<file path="config.mk">
export PLATFORM = sky130hd
export DESIGN_NAME = bram_arbiter
export DESIGN_NICKNAME = d
export VERILOG_FILES = /design/src/rtl/AXI_package.sv /design/src/rtl/bram_arb_grant.sv /design/src/rtl/bram_arbiter.sv
export SDC_FILE = /design/constraint.sdc
export NUM_CORES = 1
export LEC_CHECK = 0
export ABC_AREA = 0
export BUFFER_PORTS_ARGS = -buffer_cell sky130_fd_sc_hd__buf_2
export CAP_MARGIN = 10
export CORE_AREA = 2 2 146 148
export CTS_CLUSTER_DIAMETER = 80
export DETAILED_ROUTE_END_ITERATION = 10
export DIE_AREA = 0 0 148 150
export SYNTH_ARGS = -nofsm -noshare
export SYNTH_HDL_FRONTEND = slang
export SYNTH_SLANG_ARGS = --single-unit
</file>
<file path="constraint.sdc">
create_clock -name clk -period 2 [get_ports clk]
set_clock_uncertainty 0.05 [all_clocks]
set_input_delay 0.2 -clock clk [delete_from_list [all_inputs] [get_ports clk]]
set_output_delay 0.2 -clock clk [all_outputs]
set_load 0.05 [all_outputs]
</file>
<file path="src/rtl/AXI_package.sv">
// Shared arbiter types: FSM state encoding, read-owner tag values and counter width.
package AXI_package;

    typedef enum logic [0:0] {
        ARB_COP_PRIO    = 1'b0,
        ARB_HOST_FORCED = 1'b1
    } arb_state_t;

    localparam logic OWNER_HOST = 1'b0;
    localparam logic OWNER_COP  = 1'b1;

    localparam int WAIT_W = 8;

endpackage

</file>
<file path="src/rtl/bram_arb_grant.sv">
// Combinational arbitration decision between host and coprocessor; at most one grant per cycle.
module bram_arb_grant (
    input  logic en,
    input  logic host_forced,
    input  logic host_valid,
    input  logic cop_valid,
    input  logic host_lock,
    output logic host_grant,
    output logic cop_grant
);

    always_comb begin
        host_grant = 1'b0;
        cop_grant  = 1'b0;
        if (en) begin
            if (host_forced) begin
                host_grant = host_valid;
            end else if (cop_valid && !host_lock) begin
                cop_grant = 1'b1;
            end else begin
                host_grant = host_valid;
            end
        end
    end

endmodule

</file>
<file path="src/rtl/bram_arbiter.sv">
// Host/coprocessor arbiter for a single BRAM, with a host starvation bound.
// Optional grant statistics are enabled with the BRAM_ARB_STATS_EN macro.
module bram_arbiter
    import AXI_package::*;
#(
    parameter int BRAM_WIDTH      = 64,
    parameter int BRAM_ADDR_WIDTH = 10,
    parameter int MAX_WAIT        = 8
) (
    input  logic                       clk,
    input  logic                       rst,
    input  logic                       host_valid,
    output logic                       host_ready,
    input  logic                       host_we,
    input  logic [BRAM_ADDR_WIDTH-1:0] host_addr,
    input  logic [BRAM_WIDTH-1:0]      host_wdata,
    output logic [BRAM_WIDTH-1:0]      host_rdata,
    output logic                       host_rvalid,
    input  logic                       cop_valid,
    output logic                       cop_ready,
    input  logic [BRAM_ADDR_WIDTH-1:0] cop_addr,
    output logic [BRAM_WIDTH-1:0]      cop_rdata,
    output logic                       cop_rvalid,
    output logic [BRAM_ADDR_WIDTH-1:0] bram_r_addr,
    output logic                       bram_r_valid,
    input  logic [BRAM_WIDTH-1:0]      bram_r_data,
    output logic [BRAM_ADDR_WIDTH-1:0] bram_w_addr,
    output logic [BRAM_WIDTH-1:0]      bram_w_data,
    output logic                       bram_w_valid,
    input  logic                       host_lock
`ifdef BRAM_ARB_STATS_EN
    ,
    output logic [31:0]                stat_host_grants,
    output logic [31:0]                stat_cop_grants
`endif
);

    localparam logic [WAIT_W-1:0] MAX_WAIT_W = WAIT_W'(MAX_WAIT);

    arb_state_t        state_q, state_d;
    logic [WAIT_W-1:0] wait_q, wait_d;
    logic              pend_q, pend_d;
    logic              owner_q, owner_d;
    logic              host_grant, cop_grant, rd_grant;

    bram_arb_grant u_grant (
        .en          (!rst),
        .host_forced (state_q == ARB_HOST_FORCED),
        .host_valid  (host_valid),
        .cop_valid   (cop_valid),
        .host_lock   (host_lock),
        .host_grant  (host_grant),
        .cop_grant   (cop_grant)
    );

    always_ff @(posedge clk) begin
        if (rst) begin
            state_q <= ARB_COP_PRIO;
            wait_q  <= '0;
            pend_q  <= 1'b0;
            owner_q <= OWNER_HOST;
        end else begin
            state_q <= state_d;
            wait_q  <= wait_d;
            pend_q  <= pend_d;
            owner_q <= owner_d;
        end
    end

    always_comb begin
        wait_d = wait_q;
        if (host_grant || (state_q == ARB_HOST_FORCED && !host_valid)) begin
            wait_d = '0;
        end else if (host_valid && wait_q != '1) begin
            wait_d = wait_q + 1'b1;
        end
    end

    // Forced state lasts one cycle: the host is either granted or has withdrawn.
    always_comb begin
        state_d = state_q;
        case (state_q)
            ARB_COP_PRIO:    if (wait_d >= MAX_WAIT_W) state_d = ARB_HOST_FORCED;
            ARB_HOST_FORCED: state_d = ARB_COP_PRIO;
            default:         state_d = ARB_COP_PRIO;
        endcase
    end

    always_comb begin
        rd_grant     = cop_grant || (host_grant && !host_we);
        host_ready   = host_grant;
        cop_ready    = cop_grant;
        bram_r_valid = rd_grant;
        bram_r_addr  = '0;
        if (cop_grant) begin
            bram_r_addr = cop_addr;
        end else if (host_grant && !host_we) begin
            bram_r_addr = host_addr;
        end
        bram_w_valid = host_grant && host_we;
        bram_w_addr  = bram_w_valid ? host_addr  : '0;
        bram_w_data  = bram_w_valid ? host_wdata : '0;
    end

    always_comb begin
        pend_d  = rd_grant;
        owner_d = cop_grant ? OWNER_COP : OWNER_HOST;
    end

    // Gating with rst drops a return that was in flight when reset hit.
    assign host_rvalid = pend_q && !rst && (owner_q == OWNER_HOST);
    assign cop_rvalid  = pend_q && !rst && (owner_q == OWNER_COP);
    assign host_rdata  = host_rvalid ? bram_r_data : '0;
    assign cop_rdata   = cop_rvalid  ? bram_r_data : '0;

`ifdef BRAM_ARB_STATS_EN
    logic [31:0] stat_host_q, stat_host_d, stat_cop_q, stat_cop_d;

    always_comb begin
        stat_host_d = stat_host_q;
        stat_cop_d  = stat_cop_q;
        if (host_grant && stat_host_q != '1) stat_host_d = stat_host_q + 1'b1;
        if (cop_grant && stat_cop_q != '1)   stat_cop_d  = stat_cop_q + 1'b1;
    end

    always_ff @(posedge clk) begin
        if (rst) begin
            stat_host_q <= '0;
            stat_cop_q  <= '0;
        end else begin
            stat_host_q <= stat_host_d;
            stat_cop_q  <= stat_cop_d;
        end
    end

    assign stat_host_grants = stat_host_q;
    assign stat_cop_grants  = stat_cop_q;
`endif

endmodule

</file>
==> impl_metrics.yaml <==
clock_tree:
  cts_hold_buf: 0
  root_buffer: "clkbuf_16"
  cts_buffers: 3
  clk_pin_slew_ps: 40
  postCtsSetupBuffers: 0
  cts_max_level: 1
  cts.path.max_buffers: 2
  cts_tree: "yes"
  clock_latency_ps: 240
  cts_sinks: 11
synth:
  synth-seq-cells: 11
  synth_cell_types: 36
  synth_ff_type: "dfxtp_1"
  async_flop_share_pct: 0
  seq_area_frac_synth_pct: 10.02
  netlist_area_um2: 2197
  synth_edf_count: 0
  syn_nets: 491
  avgSynthCellArea_um2: 6.539
  synth_warnings: 0
  syn_inst: 336
placed_design:
  pre_cts_ws_ps: -61.14
  port_buffers: 371
  dpl_cell_area_um2: 4365
  dp_cells: 954
  dp_hpwl_mm: 9.443
  place_congestion: 0.8134
finish:
  diodes: 0
  drive_above_1_share_pct: 58.71
  finalNetCount: 839
  fin_cells: 958
  stdcell_area_um2: 4559
  area_growth_syn_to_layout_pct: 107.5
power_and_ir_drop:
  clockPowerShare_pct: 26.8
  finalPower_mw: 1.374
  p_comb_share_pct: 56.6
  vdd_drop_max_v: 0.0002589
  p_seq_share_pct: 16.6
  p_sw_share_pct: 46.06
  power.switching_mw: 0.6328
  power.density_nw_per_um2: 301.4
  power.leakage_nw: 2.968
  p_int_mw: 0.7412
critical_path:
  cpMaxStageDelayCell: "dfxtp_1"
  cp-start-kind: "flop"
  critPathKind: "flop to output pin"
  end_kind: "output pin"
  cp_cell_sequence: "nor3b_2, nor3_4, buf_12, and3_1, buf_2"
  crit_path_max_incr_delay_ps: 360
  critPathMaxFanout: 76
  cp_data_required_time_ps: 1750
  arrival_ps: 1680
timing:
  period_share_pct: 96.73
  slew-limit-headroom_pct: 63.88
  setup_violations: 0
  rsz0062_at_grt: "true"
  fin_ws_ps: 65.41
  clock.fmax_mhz: 516.9
  fin_crit_ps: 1935
  slew_viol_final: 0
  worst-slew-pin-transition_ps: 541.8
  finalHoldViolations: 0
route:
  wl_per_cell_um: 11.95
  wirelength_mm: 11.45
  drcViolationCount: 0
  wl_met1_mm: 4.734
  avgViaCountPerCell: 3.664
  top_layer_used: "met4"
  dr_wl_met2_mm: 5.850
  drtIter0Drc: 179
  ant_nets: 0
  route.met3.wl_um: 778
  first_pass_iters: 4
  vias: 3510
floorplan:
  core-area_um2: 20690
  ioPinCount: 372
  fp-row-count: 53
  die_h_um: 150
  die_area_um2: 22200
  die_w_um: 148
  start_util_pct: 10.62
grt:
  grt_pass1_wl_mm: 15.64
  grtUsageTotal_pct: 8.616
  grt_start_max_net_pins: 77
  overflow: 0
  first_global_vias: 2900
  antenna_found_initial: 0
min_path:
  hold_class: "input pin to flop"
job:
  maxCapViolCount: 0
run_status:
  status: "complete, no violations"
==> through the flow <==
stage	TNS (ps)	utilization, %	hold WS [ps]
floorplan	0	-	343.1
global placement	-16.69	21.10	484.6
detailed placement	-61.14	21.10	499.8
CTS	0	21.60	297.3
global route	-23.35	22.04	328.7
finish	0	22.04	309.2
==> power by group through the flow <==
| stage | registers [mW] | clock network (mW) | logic, mW |
|---|---|---|---|
| floorplan | 0.231 | 0 | 0.479 |
| global placement | 0.231 | 0 | 0.757 |
| detailed placement | 0.232 | 0 | 0.760 |
| CTS | 0.228 | 0.373 | 0.768 |
| global route | 0.228 | 0.389 | 0.820 |
| finish | 0.228 | 0.369 | 0.777 |
==> state kept, by name (all words and copies together) (netlist names) <==
name     flops
wait_q       8
state_q      1
owner_q      1
pend_q       1
==> placed cells by master, fill, tap and decap left out, drive strengths merged <==
master	count
buf	342
and2	130
and3	75
clkbuf	39
nand2	24
a21oi	15
dfxtp	11
nor3	9
inv	8
nor2	6
nor3b	2
a31oi	2
mux2i	2
nand3	2
nor4b	2
a211oi	2
and4	2
nand2b	1
or3	1
and3b	1
a211o	1
xnor2	1
nand4	1
a221oi	1
o31a	1
a311oi	1
ha	1
==> Yosys cell counts (2+ instances only) <==
| library cell | instances | share of area (%) |
|---|---|---|
| mux2i_1 | 2 | 0.91 |
| a21oi_1 | 7 | 1.6 |
| nand2_1 | 24 | 4.1 |
| nand3_1 | 2 | 0.46 |
| nor2_1 | 6 | 1.0 |
| a211oi_1 | 2 | 0.68 |
| nor4b_2 | 2 | 1.4 |
| nor3_1 | 8 | 1.8 |
| clkbuf_1 | 24 | 4.1 |
| buf_4 | 3 | 1.0 |
| dfxtp_1 | 11 | 10 |
| and3_1 | 75 | 21 |
| a21oi_2 | 8 | 3.2 |
| inv_1 | 6 | 1.0 |
| clkbuf_2 | 2 | 0.46 |
| inv_2 | 2 | 0.34 |
| buf_6 | 4 | 2.0 |
| a31oi_1 | 2 | 0.57 |
| and2_1 | 129 | 37 |
==> area by class of cell <==
cell class | count | area, um^2
fillers | 2328 | 16130
repair buffers | 377 | 2086
multi-input cells | 283 | 1798
well taps | 275 | 344.1
flip-flops and latches | 11 | 220.2
clock buffers | 4 | 78.83
inverters | 8 | 32.53
==> logic make-up (layout without fill, tap and decap cells) <==
group / Yosys count / in the layout / share of synthesized area, %
buffers and inverters: 42 / 389 / 9.225
AOI/OAI and AO/OA: 23 / 23 / 7.631
DFF: 11 / 11 / 10.02
xor gates and xnor gates: 1 / 1 / 0.3987
adders and majority gates: 1 / 1 / 0.5694
and+or+nand+nor: 256 / 256 / 71.24
muxes: 2 / 2 / 0.9112
==> critical path: cells and delay by family (launching register included) <==
kind	cells	cell delay (ps)
and+or+nand+nor	3	510
buffers and inverters	2	530
DFF	1	360
==> routing by layer <==
metal | vias up | global-route usage [%]
met4 | 0 | 1.143
li1 | 1801 | -
met1 | 1545 | 10.97
met3 | 5 | 1.006
met5 | - | 0
met2 | 159 | 15.93
==> repair_timing <==
item / in CTS / in global routing
endpoints found under the setup margin: 11 / 71
resized for setup: 7 / 37
pin swaps: 0 / 1
==> path summary, 6_finish.rpt <==
check / slack [ps] / end / start / cells after the start
worst max-delay path: 70 / bram_w_data[35] / state_q / 5
worst max register to register: 330 / state_q / wait_q[0] / 5
worst min-delay path: 310 / wait_q[2] / host_valid / 3
worst min register to register: 500 / wait_q[1] / wait_q[1] / 2
Power figures use the tool's default switching activity.
